==> src/rtl/mc_defs.sv <==
// Shared memory-controller definitions:
// bus arbiter state encoding and the common burst length.
package mc_defs;

  localparam int BURST_LEN = 4;

  typedef enum logic [1:0] {
    IDLE,
    GRANT,
    XFER,
    TURN
  } arb_state_t;

endpackage

==> src/rtl/rr_picker.sv <==
// Round-robin winner search: rotate req by rr_ptr,
// take the lowest set bit, rotate the index back.
module rr_picker #(
  parameter int N_REQ = 4,
  localparam int W = $clog2(N_REQ)
) (
  input  logic [N_REQ-1:0] req,
  input  logic [W-1:0]     rr_ptr,
  output logic [W-1:0]     winner,
  output logic             any_req
);

  logic [N_REQ-1:0] rot;
  logic [W:0]       sum;

  always_comb begin
    rot = N_REQ'({req, req} >> rr_ptr);
    sum = '0;
    for (int i = N_REQ - 1; i >= 0; i--) begin
      if (rot[i]) sum = (W+1)'(i) + {1'b0, rr_ptr};
    end
    if (sum >= (W+1)'(N_REQ))
      winner = W'(sum - (W+1)'(N_REQ));
    else
      winner = sum[W-1:0];
    any_req = |req;
  end

endmodule

==> src/rtl/mc_bus_arbiter.sv <==
// Round-robin main-bus arbiter: one grant per transaction,
// revoke on unused grant, one-cycle turnaround.
module mc_bus_arbiter
  import mc_defs::*;
#(
  parameter int N_REQ     = 4,
  parameter int BURST_LEN = mc_defs::BURST_LEN,
  parameter int TIMEOUT   = 8,
  localparam int W  = $clog2(N_REQ),
  localparam int MX = (BURST_LEN > TIMEOUT) ? BURST_LEN : TIMEOUT,
  localparam int CW = $clog2(MX) + 1
) (
  input  logic             clk,
  input  logic             resetN,
  input  logic [N_REQ-1:0] req,
  input  logic             addr_valid,
  output logic [N_REQ-1:0] gnt,
  output logic [W-1:0]     owner,
  output logic             bus_busy,
  output logic             timeout_err
);

  arb_state_t       state, state_n;
  logic [N_REQ-1:0] gnt_n;
  logic [W-1:0]     owner_n, rr_ptr, rr_n, ptr_nxt, winner;
  logic             busy_n, terr_n, any_req;
  logic [CW-1:0]    wait_cnt, wait_n, data_cnt, data_n;

  rr_picker #(.N_REQ(N_REQ)) u_pick (
    .req     (req),
    .rr_ptr  (rr_ptr),
    .winner  (winner),
    .any_req (any_req)
  );

  always_comb begin
    state_n = state;
    gnt_n   = gnt;
    owner_n = owner;
    busy_n  = bus_busy;
    terr_n  = 1'b0;
    rr_n    = rr_ptr;
    wait_n  = wait_cnt;
    data_n  = data_cnt;
    if (owner == W'(N_REQ - 1))
      ptr_nxt = '0;
    else
      ptr_nxt = owner + 1'b1;
    unique case (state)
      IDLE: begin
        if (any_req) begin
          state_n = GRANT;
          gnt_n   = N_REQ'(1) << winner;
          owner_n = winner;
          busy_n  = 1'b1;
          wait_n  = '0;
        end
      end
      GRANT: begin
        // AddrValid wins over a same-cycle req drop or timeout
        if (addr_valid) begin
          state_n = XFER;
          data_n  = '0;
        end else if (!req[owner]) begin
          state_n = TURN;
          gnt_n   = '0;
          busy_n  = 1'b0;
          rr_n    = ptr_nxt;
        end else if (wait_cnt == CW'(TIMEOUT - 1)) begin
          state_n = TURN;
          gnt_n   = '0;
          busy_n  = 1'b0;
          terr_n  = 1'b1;
          rr_n    = ptr_nxt;
        end else begin
          wait_n = wait_cnt + 1'b1;
        end
      end
      XFER: begin
        if (data_cnt == CW'(BURST_LEN - 1)) begin
          state_n = TURN;
          gnt_n   = '0;
          busy_n  = 1'b0;
          rr_n    = ptr_nxt;
        end else begin
          data_n = data_cnt + 1'b1;
        end
      end
      TURN: state_n = IDLE;
      default: state_n = IDLE;
    endcase
  end

  always_ff @(posedge clk) begin
    if (!resetN) begin
      state       <= IDLE;
      gnt         <= '0;
      owner       <= '0;
      bus_busy    <= 1'b0;
      timeout_err <= 1'b0;
      rr_ptr      <= '0;
      wait_cnt    <= '0;
      data_cnt    <= '0;
    end else begin
      state       <= state_n;
      gnt         <= gnt_n;
      owner       <= owner_n;
      bus_busy    <= busy_n;
      timeout_err <= terr_n;
      rr_ptr      <= rr_n;
      wait_cnt    <= wait_n;
      data_cnt    <= data_n;
    end
  end

endmodule

==> config.mk <==
export PLATFORM = sky130hd
export DESIGN_NAME = mc_bus_arbiter
export DESIGN_NICKNAME = d
export VERILOG_FILES = /design/src/rtl/mc_defs.sv /design/src/rtl/rr_picker.sv /design/src/rtl/mc_bus_arbiter.sv
export SDC_FILE = /design/constraint.sdc
export NUM_CORES = 1
export LEC_CHECK = 0
export BUFFER_PORTS_ARGS = -buffer_cell sky130_fd_sc_hd__buf_2
export CORE_MARGIN = 4
export CORE_UTILIZATION = 55
export CTS_BUF_LIST = sky130_fd_sc_hd__clkbuf_2 sky130_fd_sc_hd__clkbuf_4 sky130_fd_sc_hd__clkbuf_8
export DETAILED_ROUTE_END_ITERATION = 7
export PLACE_DENSITY = 0.82
export SLEW_MARGIN = 20
export SYNTH_ARGS = -nofsm -noshare
export SYNTH_HDL_FRONTEND = slang
export SYNTH_HIERARCHICAL = 1
export SYNTH_SLANG_ARGS = --single-unit
==> constraint.sdc <==
create_clock -name clk -period 4.63 [get_ports clk]
set_input_delay 0.2315 -clock clk [delete_from_list [all_inputs] [get_ports clk]]
set_output_delay 0.2315 -clock clk [all_outputs]
set_load 0.05 [all_outputs]
==> results.tsv, run 1 <==
metric	value	unit
status	completed	
p_comb_share	51.8	%
async_reset_ff_share	0	%
clk_latency	0.31	ns
reg2reg_to	state[0]$_SDFFE_PN0P_	
clkSinkCount	20	
core_area	0.00202	mm^2
yosysMostFrequentCell	dfxtp_1	
ys_top_cells_by_area	dfxtp_1, ha_1, mux2i_1, nand2_1, nand3_1	
syn-num-nets	159	
antenna_found_initial	0	
reg2reg_depth	6	
final_max_slew_viol_count	0	
startpoint	state[0]$_SDFFE_PN0P_	
syn_area	0.00122	mm^2
slowest_delay	0.51	ns
grt_first_pass_wirelength	4280	um
clk_pin_slew	0.12	ns
critPathLaunchType	flip-flop	
port_buffers	14	
fin_crit_sh	40.8	%
ys_ff_latch	20	
avgSynthCellArea	8.45	um^2
finalSetupViolCount	0	
critical_path_cell_count	6	
grt_usage	19.2	%
vias	1064	
grt.overflow.total	0	
grt_max_degree	31	
worst_slew_pin_slew	0.568	ns
drtIter0Drc	18	
dieArea	0.00303	mm^2
antenna_left	0	
yosys.area_share.simple	25.3	%
fin_crit	1.89	ns
synthXorXnorAreaFrac	0	%
fin_ws	2.74	ns
wl	2510	um
drt-wirelength-per-cell	13.6	um
rsz0062_at_grt	no	
drc	0	
finalClockSkew	0.00899	ns
crit_buf_inv	1	
start_util	60.2	%
cts-root-buf	clkbuf_4	
synth_area_leader_cell	dfxtp_1	
row_count	16	
required	4.85	ns
final_util	67.0	%
crit_chain	inv_1 -> ha_1 -> nor2b_1 -> a21oi_1 -> o2111a_1 -> o21a_1	
p_per_area	579	mW/mm^2
max_freq	529	MHz
dp_hpwl	1910	um
arrival	2.11	ns
p_leak	0.551	nW
internal-power	0.000451	W
p_sw_share	42.5	%
r2r_slack	2.74	ns
relSlewSlack	62.1	%
crit_family	compound AO/OA/AOI/OAI gates	
grt_pass1_vias	1088	
cts-resized-gates	0	
synth_compound_area_share	19.3	%
clockPowerShare	18.5	%
path_class	flip-flop to flip-flop	
synth_top_family_by_area	simple AND/OR/NAND/NOR gates	
endpoint	state[0]$_SDFFE_PN0P_	
cp-end-kind	flip-flop	
drive_gt1_share	14.0	%
p_switching	0.000334	W
antenna-diode-count	0	
dr.pass1.iters	4	
die_w	55.0	um
postCtsSetupBuffers	0	
ys_types	40	
synth-edff-count	0	
nNetsFinal	173	
cts.htree.levels	1	
synth_ff_type	dfxtp_1	
cp_slowest_cell	nor2b_1	
yosysWarnings	6	
hold_buffers	0	
path_max_fanout	6	
cts_tree	yes	
yosys.area_share.adder	8.22	%
syn_to_final_growth	11.3	%
hold_path_class	input pin to flip-flop	
seq_area_frac_synth	32.9	%
seq_power_share	29.7	%
synthMuxAreaShare	8.43	%
ys_top_cells_by_count	dfxtp_1, nand2_1, inv_1	
place_congestion	0.767	
via_per_inst	5.78	
r2r_start	state[0]$_SDFFE_PN0P_	
io_pins	15	
cts-buffers-inserted	3	
place_worst_setup_slack	2.79	ns
timing.final.hold_violations	0	
maxCapViolCount	0	
tns	0	ns
netlist_instances	144	
worst_ir_drop_vdd	358	uV
die_y	55.0	um
clockBufferDepth	2	
netlist.area_leader.share	32.9	%
[worst min-delay path: stages]
cell     delay [ns]
buf_2          0.25
nand2_1        0.11
nor2_1         0.04
[kinds of logic (layout without fill, tap and decap cells)]
kind of cell	after synthesis	in the layout
AND/OR/NAND/NOR	58	58
adder cells (fa/ha/maj)	8	8
flip-flops	20	20
multiplexers	9	9
buffers and inverters	19	32
AO/OA/AOI/OAI	30	30
[final cells by class]
cell class                 instances  area [um^2]
sequential                        20          400
clock inverter                     1         30.0
clock buffer                       3         22.5
tap                               27         33.8
fill                             177          667
timing repair buffer              14         70.1
multi-input combinational        105          746
inverter                          14         52.6
[state kept, by name (all words and copies together), names as in the netlist]
register	flops
data_cnt	4
gnt	4
wait_cnt	4
state	2
timeout_err	1
owner	2
bus_busy	1
rr_ptr	2
[worst min-delay path by stage]
stage | from | endpoint | cells past startpoint
after floorplan | resetN | bus_busy$_SDFFE_PN0P_ | 2
after global placement | gnt[1]$_SDFFE_PN0P_ | gnt[1]$_SDFFE_PN0P_ | 2
after detailed placement | gnt[2]$_SDFFE_PN0P_ | gnt[2]$_SDFFE_PN0P_ | 2
after CTS | resetN | timeout_err$_SDFF_PP0_ | 3
after global routing | resetN | state[0]$_SDFFE_PN0P_ | 2
final | resetN | timeout_err$_SDFF_PP0_ | 3
[power by group through the flow]
stage          logic [W]  clock network (W)  registers [W]
5_1_grt         0.000446           0.000156       0.000238
4_1_cts         0.000406           0.000148       0.000232
2_1_floorplan   0.000274                  0       0.000287
6_report        0.000407           0.000145       0.000233
3_3_place_gp    0.000387                  0       0.000234
3_5_place_dp    0.000405                  0       0.000237
[cell usage in the layout (no fill, tap or decap), types with 3 or more instances in the layout]
| master | Yosys | final |
|---|---|---|
| clkbuf_4 | 0 | 3 |
| nor2b_1 | 3 | 3 |
| mux2i_1 | 8 | 8 |
| and2_1 | 4 | 4 |
| nand2b_1 | 4 | 4 |
| inv_1 | 14 | 14 |
| a21oi_1 | 7 | 7 |
| a21boi_0 | 3 | 3 |
| dfxtp_1 | 20 | 20 |
| buf_2 | 0 | 14 |
| nor2_1 | 7 | 7 |
| nand2_1 | 18 | 18 |
| ha_1 | 8 | 8 |
| nand3_1 | 11 | 11 |
[metrics by stage]
| stage | hold slack (ns) | std cells | cell area, um^2 | total power, W |
|---|---|---|---|---|
| 5_1_grt | 0.396 | 184 | 1360 | 0.000840 |
| 3_3_place_gp | 0.443 | 180 | 1300 | 0.000622 |
| 2_1_floorplan | 0.384 | 144 | 1220 | 0.000561 |
| 3_5_place_dp | 0.451 | 180 | 1300 | 0.000641 |
| 6_report | 0.367 | 184 | 1360 | 0.000785 |
| 4_1_cts | 0.359 | 184 | 1360 | 0.000787 |
[per-layer routing]
layer / GRT usage, % / routed length (um) / vias up
met4: 8.91 / 20 / 0
li1: - / - / 537
met5: 0 / 0 / -
met3: 3.49 / 90 / 4
met1: 19.2 / 1110 / 503
met2: 37.6 / 1290 / 20
(Power assumes the default switching activity.)
==> run 2: changes to the inputs <==
--- a/config.mk
+++ b/config.mk
@@ -7,10 +7,10 @@
 export LEC_CHECK = 0
 export BUFFER_PORTS_ARGS = -buffer_cell sky130_fd_sc_hd__buf_2
 export CORE_MARGIN = 4
-export CORE_UTILIZATION = 55
+export CORE_UTILIZATION = 53
 export CTS_BUF_LIST = sky130_fd_sc_hd__clkbuf_2 sky130_fd_sc_hd__clkbuf_4 sky130_fd_sc_hd__clkbuf_8
 export DETAILED_ROUTE_END_ITERATION = 7
-export PLACE_DENSITY = 0.82
+export PLACE_DENSITY = 0.83
 export SLEW_MARGIN = 20
 export SYNTH_ARGS = -nofsm -noshare
 export SYNTH_HDL_FRONTEND = slang
==> constraint.sdc (replaced) <==
create_clock -name clk -period 1.7 [get_ports clk]
set_input_delay 0.085 -clock clk [delete_from_list [all_inputs] [get_ports clk]]
set_output_delay 0.085 -clock clk [all_outputs]
set_load 0.05 [all_outputs]
==> results.tsv, run 2 (same netlist as run 1, synthesis figures left out) <==
metric	value	unit	change
largest_registers	data_cnt (4), gnt (4), wait_cnt (4)		
clk_latency	0.30	ns	about the same
die_w	55.9	um	+1.6%
dp_hpwl	1950	um	+2.0%
via_per_inst	6.01		+3.9%
stdcell_area	0.00154	mm^2	+13%
row_count	17		+1
clockBufferDepth	2		unchanged
cts_tree	yes		
cp_slowest_cell	or3b_4		
cts.htree.levels	1		unchanged
clk_pin_slew	0.11	ns	about the same
hold_depth	2		-1
path_max_fanout	5		-1
grt_first_pass_wirelength	4650	um	+8.5%
start_util	55.6	%	-4.6 points
min_to	data_cnt[3]$_SDFFE_PN0P_		
dr.pass1.iters	4		unchanged
r2r_slack	-0.02	ns	-2.76 ns
status	complete, but fails checks		
antenna_left	0		unchanged
required	1.91	ns	-2.94 ns
antenna-diode-count	0		unchanged
nNetsFinal	187		+8.1%
worstHoldStart	resetN		
timing.final.hold_violations	0		unchanged
placed_area	0.00140	mm^2	+7.1%
crit_buf_inv	0		-1
path_class	flip-flop to flip-flop		
reg2reg_depth	5		-1
drtIter0Drc	53		+35
tns	-0.0637	ns	-0.0637 ns
rsz0062_at_grt	yes		
arrival	1.92	ns	-0.19 ns
cp-end-kind	flip-flop		
drc	0		unchanged
finalSetupViolCount	5		+5
grt_max_degree	22		-29%
cts-root-buf	clkbuf_4		
p_leak	0.621	nW	+13%
crit_chain	ha_4 -> or3b_4 -> a2111oi_4 -> nand2_4 -> mux2i_1		
die_y	55.9	um	+1.6%
cts-buffers-inserted	3		unchanged
antenna_found_initial	0		unchanged
dieArea	0.00313	mm^2	+3.2%
finalClockSkew	0.0110	ns	+0.00205 ns
worst_ir_drop_vdd	853	uV	+140%
vias	1190		+12%
fin_ws	-0.0170	ns	-2.76 ns
critPathLaunchType	flip-flop		
mostFrequentLayoutCells	nand2_1, dfxtp_1, inv_1, buf_2, buf_4		
fin_hold_ws	0.171	ns	-0.196 ns
r2r_start	data_cnt[1]$_SDFFE_PN0P_		
violations	negative setup slack		
syn_to_final_growth	26.2	%	
drt-wirelength-per-cell	14.7	um	+8.0%
slowest_delay	0.42	ns	-0.09 ns
reg2reg_to	gnt[0]$_SDFFE_PN0P_		
grt_usage	17.7	%	-1.5 points
final_util	70.1	%	+3.1 points
layout_commonest_cell	nand2_1		
max_freq	582	MHz	+10%
fin_crit	1.72	ns	-0.173 ns
drive_gt1_share	30.0	%	+16 points
worst_slew_pin_slew	0.358	ns	-0.210 ns
p_per_area	1480	mW/mm^2	+160%
grt_pass1_vias	1109		+1.9%
final_max_slew_viol_count	0		unchanged
core_area	0.00219	mm^2	+8.4%
grt.overflow.total	0		unchanged
hold_path_class	input pin to flip-flop		
fin_crit_sh	101	%	+60 points
maxCapViolCount	0		unchanged
io_pins	15		unchanged
clkSinkCount	20		unchanged
nFillCells	149		-16%
crit_family	simple AND/OR/NAND/NOR gates		
port_buffers	14		unchanged
wl	2910	um	+16%
relSlewSlack	76.2	%	+14 points
place_congestion	0.831		+8.5%
-- run 2: cell types whose count changed in the layout (fill, tap and decap cells not counted), sizes merged --
cell    delta
buf       +14
bufinv     -1
-- run 2: where the power goes --
part           internal, W  total, W  switching, W
Clock            0.0000826  0.000225      0.000142
Sequential        0.000571  0.000658     0.0000872
Combinational     0.000617   0.00140      0.000781
-- run 2: layout make-up --
| type | count | area (um^2) | share of cell area [%] |
|---|---|---|---|
| timing repair buffer | 28 | 175 | 11.4 |
| sequential | 20 | 409 | 26.6 |
| inverter | 14 | 52.6 | 3.42 |
| tap | 28 | 35.0 | 2.28 |
| multi-input combinational | 105 | 842 | 54.8 |
| clock buffer | 3 | 22.5 | 1.47 |
-- run 2: worst max path at each step --
stage                                to  cells after the start  slack [ns]                      from
2_1_floorplan     bus_busy$_SDFFE_PN0P_                      5        0.01  data_cnt[0]$_SDFFE_PN0P_
3_3_place_gp   wait_cnt[2]$_SDFFE_PN0P_                      6        0.03     state[1]$_SDFFE_PN0P_
5_1_grt           bus_busy$_SDFFE_PN0P_                      5       -0.11  data_cnt[1]$_SDFFE_PN0P_
3_5_place_dp   wait_cnt[2]$_SDFFE_PN0P_                      6       -0.02     state[1]$_SDFFE_PN0P_
6_report            gnt[0]$_SDFFE_PN0P_                      5       -0.02  data_cnt[1]$_SDFFE_PN0P_
4_1_cts             gnt[0]$_SDFFE_PN0P_                      6       0.007     state[1]$_SDFFE_PN0P_
-- run 2: through the flow --
step | setup slack [ns] | cells | total power (W)
finish | -0.0170 | 198 | 0.00228
floorplan | 0.0130 | 144 | 0.00153
detailed placement | -0.0180 | 193 | 0.00187
CTS | 0.00650 | 196 | 0.00210
global route | -0.109 | 198 | 0.00243
global placement | 0.0331 | 193 | 0.00182
-- run 2: worst reg2reg max path, delay by kind of cell, from the launching register on --
family	cells	cell delay [ns]
AND/OR/NAND/NOR	2	0.56
adder cells (fa/ha/maj)	1	0.13
AO/OA/AOI/OAI	1	0.42
flip-flops	1	0.37
multiplexers	1	0.14
-- run 2: metal layers --
metal | part of all wire (%) | up-vias | track usage, %
li1 | - | 565 | -
met1 | 42 | 565 | 21.3
met2 | 49 | 54 | 32.6
met3 | 7.0 | 6 | 3.25
met4 | 1.8 | 0 | 4.07
met5 | 0 | - | 0
-- run 2: what timing repair did --
| item | 4_1_cts | 5_1_grt |
|---|---|---|
| gates cloned | 0 | 0 |
| hold buffers | 0 | 0 |
| buffers inserted | 0 | 2 |
| gates resized for setup | 1 | 22 |
| endpoints found under the setup margin | 7 | 14 |
| pin swaps | 1 | 6 |
